## config.mk

```make
export PLATFORM = sky130hd
export DESIGN_NAME = alu_exec_unit
export DESIGN_NICKNAME = d
export VERILOG_FILES = /design/src/rtl/alu_pkg.sv /design/src/rtl/alu_shift_add_mul.sv /design/src/rtl/alu_exec_unit.sv
export SDC_FILE = /design/constraint.sdc
export NUM_CORES = 1
export LEC_CHECK = 0
export CAP_MARGIN = 10
export CORE_MARGIN = 5
export CORE_UTILIZATION = 40
export DETAILED_ROUTE_END_ITERATION = 8
export PLACE_DENSITY = 0.74
export SLEW_MARGIN = 20
export SYNTH_ARGS = -nofsm -noshare
export SYNTH_HDL_FRONTEND = slang
export SYNTH_HIERARCHICAL = 1
export SYNTH_SLANG_ARGS = --single-unit
```

## constraint.sdc

```tcl
create_clock -name clk -period 0.8 [get_ports clk]
set_input_delay 0.08 -clock clk [delete_from_list [all_inputs] [get_ports clk]]
set_output_delay 0.08 -clock clk [all_outputs]
set_load 0.005 [all_outputs]
```

## src/rtl/alu_pkg.sv

```systemverilog
// alu_pkg: opcodes, FSM state encoding and datapath width for alu_exec_unit
package alu_pkg;
  localparam int DATA_W = 4;
  localparam logic [2:0] OP_ADD = 3'd0;
  localparam logic [2:0] OP_SUB = 3'd1;
  localparam logic [2:0] OP_AND = 3'd2;
  localparam logic [2:0] OP_OR  = 3'd3;
  localparam logic [2:0] OP_XOR = 3'd4;
  localparam logic [2:0] OP_SHL = 3'd5;
  localparam logic [2:0] OP_SHR = 3'd6;
  localparam logic [2:0] OP_MUL = 3'd7;
  typedef enum logic {IDLE, MUL} state_t;
endpackage

```

## src/rtl/alu_shift_add_mul.sv

```systemverilog
// alu_shift_add_mul: iterative shift-and-add multiplier datapath, one partial product per cycle
module alu_shift_add_mul #(
  parameter int W = 4,
  parameter int N = 4
) (
  input  logic             clk,
  input  logic             rst_n,
  input  logic             load,
  input  logic             step,
  input  logic [W-1:0]     a,
  input  logic [W-1:0]     b,
  output logic [2*W-1:0]   product,
  output logic             last
);
  logic [W-1:0] a_q, b_q;
  logic [2*W-1:0] acc;
  logic [$clog2(N)-1:0] cnt;
  // product is the accumulator after this cycle's partial product, so the final sum is ready on the last edge
  assign product = acc + (b_q[cnt] ? {{W{1'b0}}, a_q} << cnt : '0);
  assign last = cnt == ($clog2(N))'(N - 1);
  always_ff @(posedge clk or negedge rst_n)
    if (!rst_n) begin
      a_q <= '0;
      b_q <= '0;
      acc <= '0;
      cnt <= '0;
    end else if (load) begin
      a_q <= a;
      b_q <= b;
      acc <= '0;
      cnt <= '0;
    end else if (step) begin
      acc <= product;
      cnt <= cnt + 1'b1;
    end
endmodule

```

## src/rtl/alu_exec_unit.sv

```systemverilog
// alu_exec_unit: 4-bit execute stage with registered result/flags; ALU_MUL_EN adds a multi-cycle multiplier
module alu_exec_unit #(
  parameter int DATA_W     = 4,
  parameter int MUL_CYCLES = 4
) (
  input  logic              clk,
  input  logic              rst_n,
  input  logic              start,
  input  logic [2:0]        alu_op,
  input  logic [DATA_W-1:0] operand_a,
  input  logic [DATA_W-1:0] operand_b,
  output logic              busy,
  output logic              done,
  output logic [DATA_W-1:0] result,
  output logic [DATA_W-1:0] result_hi,
  output logic              flag_z,
  output logic              flag_c,
  output logic              flag_n,
  output logic              flag_v
);
  import alu_pkg::*;
  if (DATA_W != 4 || MUL_CYCLES != DATA_W) begin : g_bad_cfg
    $error("alu_exec_unit supports only DATA_W=4 with MUL_CYCLES=DATA_W");
  end
  logic [DATA_W:0] sum, diff, shl, shr;
  logic [DATA_W-1:0] alu_r;
  logic alu_c, alu_v, alu_fire, done_d, mul_fin;
  logic [2*DATA_W-1:0] product;
  assign sum  = {1'b0, operand_a} + {1'b0, operand_b};
  assign diff = {1'b0, operand_a} - {1'b0, operand_b};
  assign shl  = {1'b0, operand_a} << operand_b[1:0];
  // the extra low bit catches the last bit shifted out to the right
  assign shr  = {operand_a, 1'b0} >> operand_b[1:0];
  always_comb begin
    alu_r = alu_op == OP_ADD ? sum[DATA_W-1:0] :
            alu_op == OP_SUB ? diff[DATA_W-1:0] :
            alu_op == OP_AND ? operand_a & operand_b :
            alu_op == OP_OR  ? operand_a | operand_b :
            alu_op == OP_XOR ? operand_a ^ operand_b :
            alu_op == OP_SHL ? shl[DATA_W-1:0] : shr[DATA_W:1];
    alu_c = alu_op == OP_ADD ? sum[DATA_W] :
            alu_op == OP_SUB ? diff[DATA_W] :
            alu_op == OP_SHL ? shl[DATA_W] :
            alu_op == OP_SHR ? shr[0] : 1'b0;
    alu_v = alu_op == OP_ADD ? (operand_a[3] == operand_b[3]) && (sum[3] != operand_a[3]) :
            alu_op == OP_SUB ? (operand_a[3] != operand_b[3]) && (diff[3] != operand_a[3]) : 1'b0;
  end
`ifdef ALU_MUL_EN
  state_t state, state_d;
  logic mul_last;
  assign busy     = state == MUL;
  assign alu_fire = start && !busy && alu_op != OP_MUL;
  assign mul_fin  = busy && mul_last;
  assign done_d   = alu_fire || mul_fin;
  always_comb begin
    state_d = state;
    state_d = state == IDLE ? (start && alu_op == OP_MUL ? MUL : IDLE) : (mul_last ? IDLE : MUL);
  end
  always_ff @(posedge clk or negedge rst_n)
    if (!rst_n) state <= IDLE;
    else state <= state_d;
  alu_shift_add_mul #(.W(DATA_W), .N(MUL_CYCLES)) u_mul (
    .clk(clk), .rst_n(rst_n),
    .load(start && !busy && alu_op == OP_MUL), .step(busy),
    .a(operand_a), .b(operand_b),
    .product(product), .last(mul_last)
  );
  always_ff @(posedge clk or negedge rst_n)
    if (!rst_n) result_hi <= '0;
    else if (alu_fire) result_hi <= '0;
    else if (mul_fin) result_hi <= product[2*DATA_W-1:DATA_W];
`else
  assign busy      = 1'b0;
  assign result_hi = '0;
  assign alu_fire  = start && alu_op != OP_MUL;
  assign mul_fin   = 1'b0;
  assign product   = '0;
  assign done_d    = start;
`endif
  always_ff @(posedge clk or negedge rst_n)
    if (!rst_n) begin
      done   <= 1'b0;
      result <= '0;
      flag_z <= 1'b0;
      flag_c <= 1'b0;
      flag_n <= 1'b0;
      flag_v <= 1'b0;
    end else begin
      done <= done_d;
      if (alu_fire) begin
        result <= alu_r;
        flag_z <= alu_r == '0;
        flag_c <= alu_c;
        flag_n <= alu_r[DATA_W-1];
        flag_v <= alu_v;
      end else if (mul_fin) begin
        result <= product[DATA_W-1:0];
        flag_z <= product == '0;
        flag_c <= |product[2*DATA_W-1:DATA_W];
        flag_n <= product[DATA_W-1];
        flag_v <= 1'b0;
      end
    end
endmodule
```

# Word-level counts from Yosys, hierarchy flattened
# Cells that the tools add are included.
word_totals:
  word_cells: 41
  input_bits: 14
  ff_bits: 9
classes:
  n_addsub: 2
  n_eq_ne: 11
  muxes: 12
  reduce_logical: 5
  shift: 2
  n_bitwise: 3
op_table:
  columns: ["cell", "n"]
  rows:
  - ["$mux W4", 6]
  - ["$eq A3 B3 Y1 const B", 3]
  - ["$eq A3 B2 Y1 const B", 2]
  - ["$mux W1", 6]
  - ["$add A4 B4 Y5", 1]
  - ["$shl A4 B2 Y5", 1]
  - ["$shr A5 B2 Y5", 1]
  - ["$sub A4 B4 Y5", 1]
  - ["$and A4 B4 Y4", 1]
  - ["$logic_not A4 Y1", 1]
  - ["$or A4 B4 Y4", 1]
  - ["$xor A4 B4 Y4", 1]
  - ["$eq A3 B1 Y1 const B", 1]
  - ["$logic_and A1 B1 Y1", 3]
  - ["$logic_not A3 Y1", 1]
  - ["$ne A1 B1 Y1", 3]
  - ["$ne A3 B3 Y1 const B", 1]
  - ["$eq A1 B1 Y1", 1]

# Logic depth before layout (Yosys ltp)
# Gate-level depths: netlist of run 1.
logic_depth:
  ltp_word: 8
  depth_mapped: 9
  depth_no_buf: 9

# Worst setup path before layout of run 1
# No wires, ideal clock.
synth_path:
  path_kind: "in2reg"
  from: "in operand_a[0]"
  to: "reg result[2]"
  path_stages: 8
  setup_slack_ns: -0.995
  setup_ns: 0.125
  path_buffers: 0
  arrival_ns: 1.670
  cell_sequence: "inv_1 > ha_1 > fa_1 > xor2_1 > a2111oi_0 > a21oi_1 > o311a_1 > mux2_2"
synth_between:
  elab_chain_cells: 7
  elab_cells_between_ends: 10
synth_lines:
  columns: ["element", "line", "source"]
  rows:
  - ["start, declared", "alu_exec_unit.sv:10", "input logic [DATA_W-1:0] operand_a,"]
  - ["$shr A5 B2 Y5 / $shl A4 B2 Y5 (equally long branches)", "alu_exec_unit.sv:33, alu_exec_unit.sv:31", null]
  - ["$mux W4", "alu_exec_unit.sv:40", "alu_op == OP_SHL ? shl[DATA_W-1:0] : shr[DATA_W:1];"]
  - ["$mux W4", "alu_exec_unit.sv:39", "alu_op == OP_XOR ? operand_a ^ operand_b :"]
  - ["$mux W4", "alu_exec_unit.sv:38", "alu_op == OP_OR ? operand_a | operand_b :"]
  - ["$mux W4", "alu_exec_unit.sv:37", "alu_op == OP_AND ? operand_a & operand_b :"]
  - ["$mux W4", "alu_exec_unit.sv:36", "alu_op == OP_SUB ? diff[DATA_W-1:0] :"]
  - ["$mux W4 (*)", "alu_exec_unit.sv:35", "alu_r = alu_op == OP_ADD ? sum[DATA_W-1:0] :"]
  - ["end signal, assigned", "alu_exec_unit.sv:91", "result <= alu_r;"]
  - ["end signal, assigned", "alu_exec_unit.sv:97", "result <= product[DATA_W-1:0];"]
  - ["end, declared", "alu_exec_unit.sv:14", "output logic [DATA_W-1:0] result,"]
# Mark *: on every way between the ends. The rest lies on a longest branch, timed or not.
# A chain may end at the register's enable or synchronous reset.

# Worst setup path after layout of run 1
layout_path:
  from: "in operand_a[1]"
  to: "reg flag_v"
layout_between:
  elab_chain_cells: 5
  elab_cells_between_ends: 8
layout_lines:
  columns: ["element", "line", "source"]
  rows:
  - ["$sub A4 B4 Y5", "alu_exec_unit.sv:30", "assign diff = {1'b0, operand_a} - {1'b0, operand_b};"]
  - ["$ne A1 B1 Y1", "alu_exec_unit.sv:46", "alu_op == OP_SUB ? (operand_a[3] != operand_b[3]) && (diff[3] != operand_a[3]) : 1'b0;"]
  - ["$logic_and A1 B1 Y1", "alu_exec_unit.sv:46", null]
  - ["$mux W1", "alu_exec_unit.sv:46", null]
  - ["$mux W1 (*)", "alu_exec_unit.sv:45", "alu_v = alu_op == OP_ADD ? (operand_a[3] == operand_b[3]) && (sum[3] != operand_a[3]) :"]
  - ["end signal, assigned", "alu_exec_unit.sv:95", "flag_v <= alu_v;"]
  - ["end, declared", "alu_exec_unit.sv:19", "output logic flag_v"]
# Marks and branches as above.

==> results of run 1 <==
-- cell usage after synthesis, types with 3 or more instances --
master	number	share of area
nand2_1	14	0.042
ha_1	13	0.13
a21oi_1	11	0.044
inv_1	10	0.030
dfrtp_1	8	0.16
nor2_1	8	0.024
buf_2	7	0.028
buf_4	6	0.036
mux2i_1	5	0.040
o21ai_0	5	0.020
o221ai_1	5	0.035
a211oi_1	4	0.024
nand2b_1	4	0.020
a21o_1	3	0.018
nor3_1	3	0.012
-- critical path: cells and delay by family --
family                   cells  cell delay, ps
AND/OR/NAND/NOR              1              50
AO/OA/AOI/OAI                4             760
buffers and inverters        4             430
XOR/XNOR                     1             100
adder cells (fa/ha/maj)      1             240
-- per-stage QoR --
stage | hold slack, ps | util | TNS [ps] | instance area, µm²
after floorplan | -215.6 | - | -4409 | 1344
after global placement | 367.1 | 0.6277 | -10980 | 1901
after detailed placement | 381.6 | 0.6277 | -11340 | 1901
final | 105.8 | 0.7215 | -5066 | 2185
after CTS | 107.5 | 0.6566 | -6163 | 1988
after global routing | 130.1 | 0.7215 | -5822 | 2185
-- sequential cells by signal, indices dropped and copies added, names as in the netlist --
register,flops
flag_c,1
result,3
flag_z,1
flag_n,1
done,1
flag_v,1
-- report_power, final --
part / total (mW) / internal, mW / switching (mW)
sequential: 0.497 / 0.466 / 0.0311
combinational: 1.38 / 0.755 / 0.624
clock: 0.303 / 0.171 / 0.132
total: 2.18 / 1.39 / 0.787
-- metal layers --
layer  track usage  routed length, µm  vias up
li1              -                  -      708
met1        0.2456               1742      696
met2        0.3529               2291       56
met3       0.01701                227        2
met4       0.03886                  9        0
met5             0                  0        -
-- path summary, 6_finish.rpt --
check,depth (start not counted),startpoint,to,slack [ps]
max,11,operand_a[1],flag_v,-740
min,1,rst_n,flag_n,110
max reg2reg,3,flag_v,flag_v,-110
min reg2reg,2,flag_z,flag_z,580
max in group asynchronous,1,rst_n,flag_c,430
min in group clk,4,alu_op[0],result[2],550
-- cell families after synthesis --
kind of cell | after synthesis
multiplexers | 7
adder cells (fa/ha/maj) | 15
other | 1
flip-flops | 8
XOR/XNOR | 4
AO/OA/AOI/OAI | 52
buffers and inverters | 26
AND/OR/NAND/NOR | 41
-- area by class of cell --
type,instances,area share
Multi-Input combinational cell,124,0.5246
Timing Repair Buffer,83,0.3190
Clock buffer,3,0.01031
Inverter,12,0.02921
Tap cell,44,0.02520
Sequential cell,8,0.09164
-- timing repair --
item / in CTS / in global routing
hold endpoints to repair: 0 / 0
buffers inserted: 5 / 8
pin swaps: 10 / 26
gates resized for setup: 69 / 45
endpoints found under the setup margin: 16 / 16
hold buffers: 0 / 0
==> results.py, run 1 <==
metrics = {
    "synth": {
        "synth-simple-area-share": 0.1635,
        "synth_top_family_by_area": "compound AO/OA/AOI/OAI gates",
        "synth_xor_area_frac": 0.02808,
        "synthArstFlopShare": 1.000,
        "synth_fa_ha_area_frac": 0.1625,
        "synth_seq_cells": 8,
        "yosysSeqAreaShare": 0.1605,
        "syn_area_um2": 1247,
        "synth_edf_count": 0,
        "synth_warnings": 6,
        "synth_compound_area_frac": 0.3149,
        "synthMuxAreaShare": 0.05817,
        "yosys_most_used_dff": "dfrtp_1",
        "synthesis.instances": 154,
        "avgSynthCellArea_um2": 8.100,
        "ys_types": 50,
    },
    "run": {
        "maxCapViolCount": 0,
    },
    "grt": {
        "track_usage": 0.1935,
        "grt_pass1_vias": 1419,
        "grt_pass1_wl_um": 6630,
        "grt_max_degree": 14,
        "overflow": 0,
        "antenna_found_initial": 0,
    },
    "setup_path": {
        "worstPathArrival_ps": 1680,
        "crit_type": "input pin to register",
        "max_stage_delay_ps": 240,
        "endpoint_kind": "register",
        "cp_cell_sequence": "buf_8 > clkinvlp_4 > buf_6 > ha_4 > a21o_1 > a21oi_4 > buf_4 > xnor2_2 > nor3_2 > a41o_1 > a22o_1",
        "worst-path-max-fanout": 3,
        "slowest_stage": "ha_4",
        "required_ps": 940,
        "startpoint_type": "input pin",
    },
    "timing": {
        "fmax_mhz": 648.2,
        "setup_ws_ps": -742.7,
        "clock-skew-final_ps": 0,
        "min_period_over_period": 1.928,
        "final_hold_viol_count": 0,
        "setup_violations": 16,
        "grt_setup_unrepaired": "true",
        "drv_slew": 0,
        "period_needed_ps": 1543,
    },
    "floorplanning": {
        "die_area_um2": 4336,
        "num_io_pins": 28,
        "core_area_um2": 3028,
        "die_w_um": 65.85,
        "rows": 20,
        "initial_utilization": 0.4120,
        "fp.dieH_um": 65.85,
    },
    "status": {
        "violations": "setup timing",
        "status": "finished, violations left",
    },
    "power_and_ir_drop": {
        "p_leak_nw": 1.041,
        "total_power_mw": 2.180,
        "ir_drop_mv": 0.5294,
        "power.density_nw_per_um2": 997.7,
    },
    "finish": {
        "multiInputGateArea_um2": 1146,
        "regArea_um2": 200.2,
        "area_growth_pct": 75.13,
        "layout-drive-gt1-share": 0.5130,
        "nets": 261,
        "final_cells": 274,
        "antenna_cells": 0,
        "layout_common_cells": "52 x buf_4, 14 x nand2_1, 10 x a21oi_1",
        "nFillCells": 244,
        "layout_commonest_cell": "buf_4",
    },
    "route": {
        "drt_drc_violations_left": 0,
        "first_pass_iters": 4,
        "antenna_left": 0,
        "dr_total_vias": 1462,
        "vias_per_cell": 5.336,
        "wl_per_cell_um": 15.59,
        "drt-initial-drc-count": 145,
        "drt_wl_total_um": 4272,
    },
    "placement": {
        "hpwlAfterDp_um": 3095,
        "gp_congestion": 0.8174,
        "placedCellCount": 260,
        "port_buffers": 22,
        "pre_cts_ws_ps": -1591,
    },
    "clock_tree": {
        "htreeDepth": 1,
        "cts_root_buf": "clkbuf_4",
        "cts_tree": "done",
        "cts.sinks": 8,
        "cts_made_buffers": 3,
        "clock_latency_ps": 250,
        "clk_pin_slew_worst_paths_ps": 50,
        "cts_buffer_depth": 2,
    },
    "min_path": {
        "min_path_type": "input pin to asynchronous set/reset pin",
    },
}
No activity file was read; power rests on OpenSTA's default activity.
==> inputs of run 2 (changes only) <==
Settings changed: SLEW_MARGIN 20 to unset.
==> results of run 2 <==
The final DEF is identical to that of run 1; final timing and power are the same.
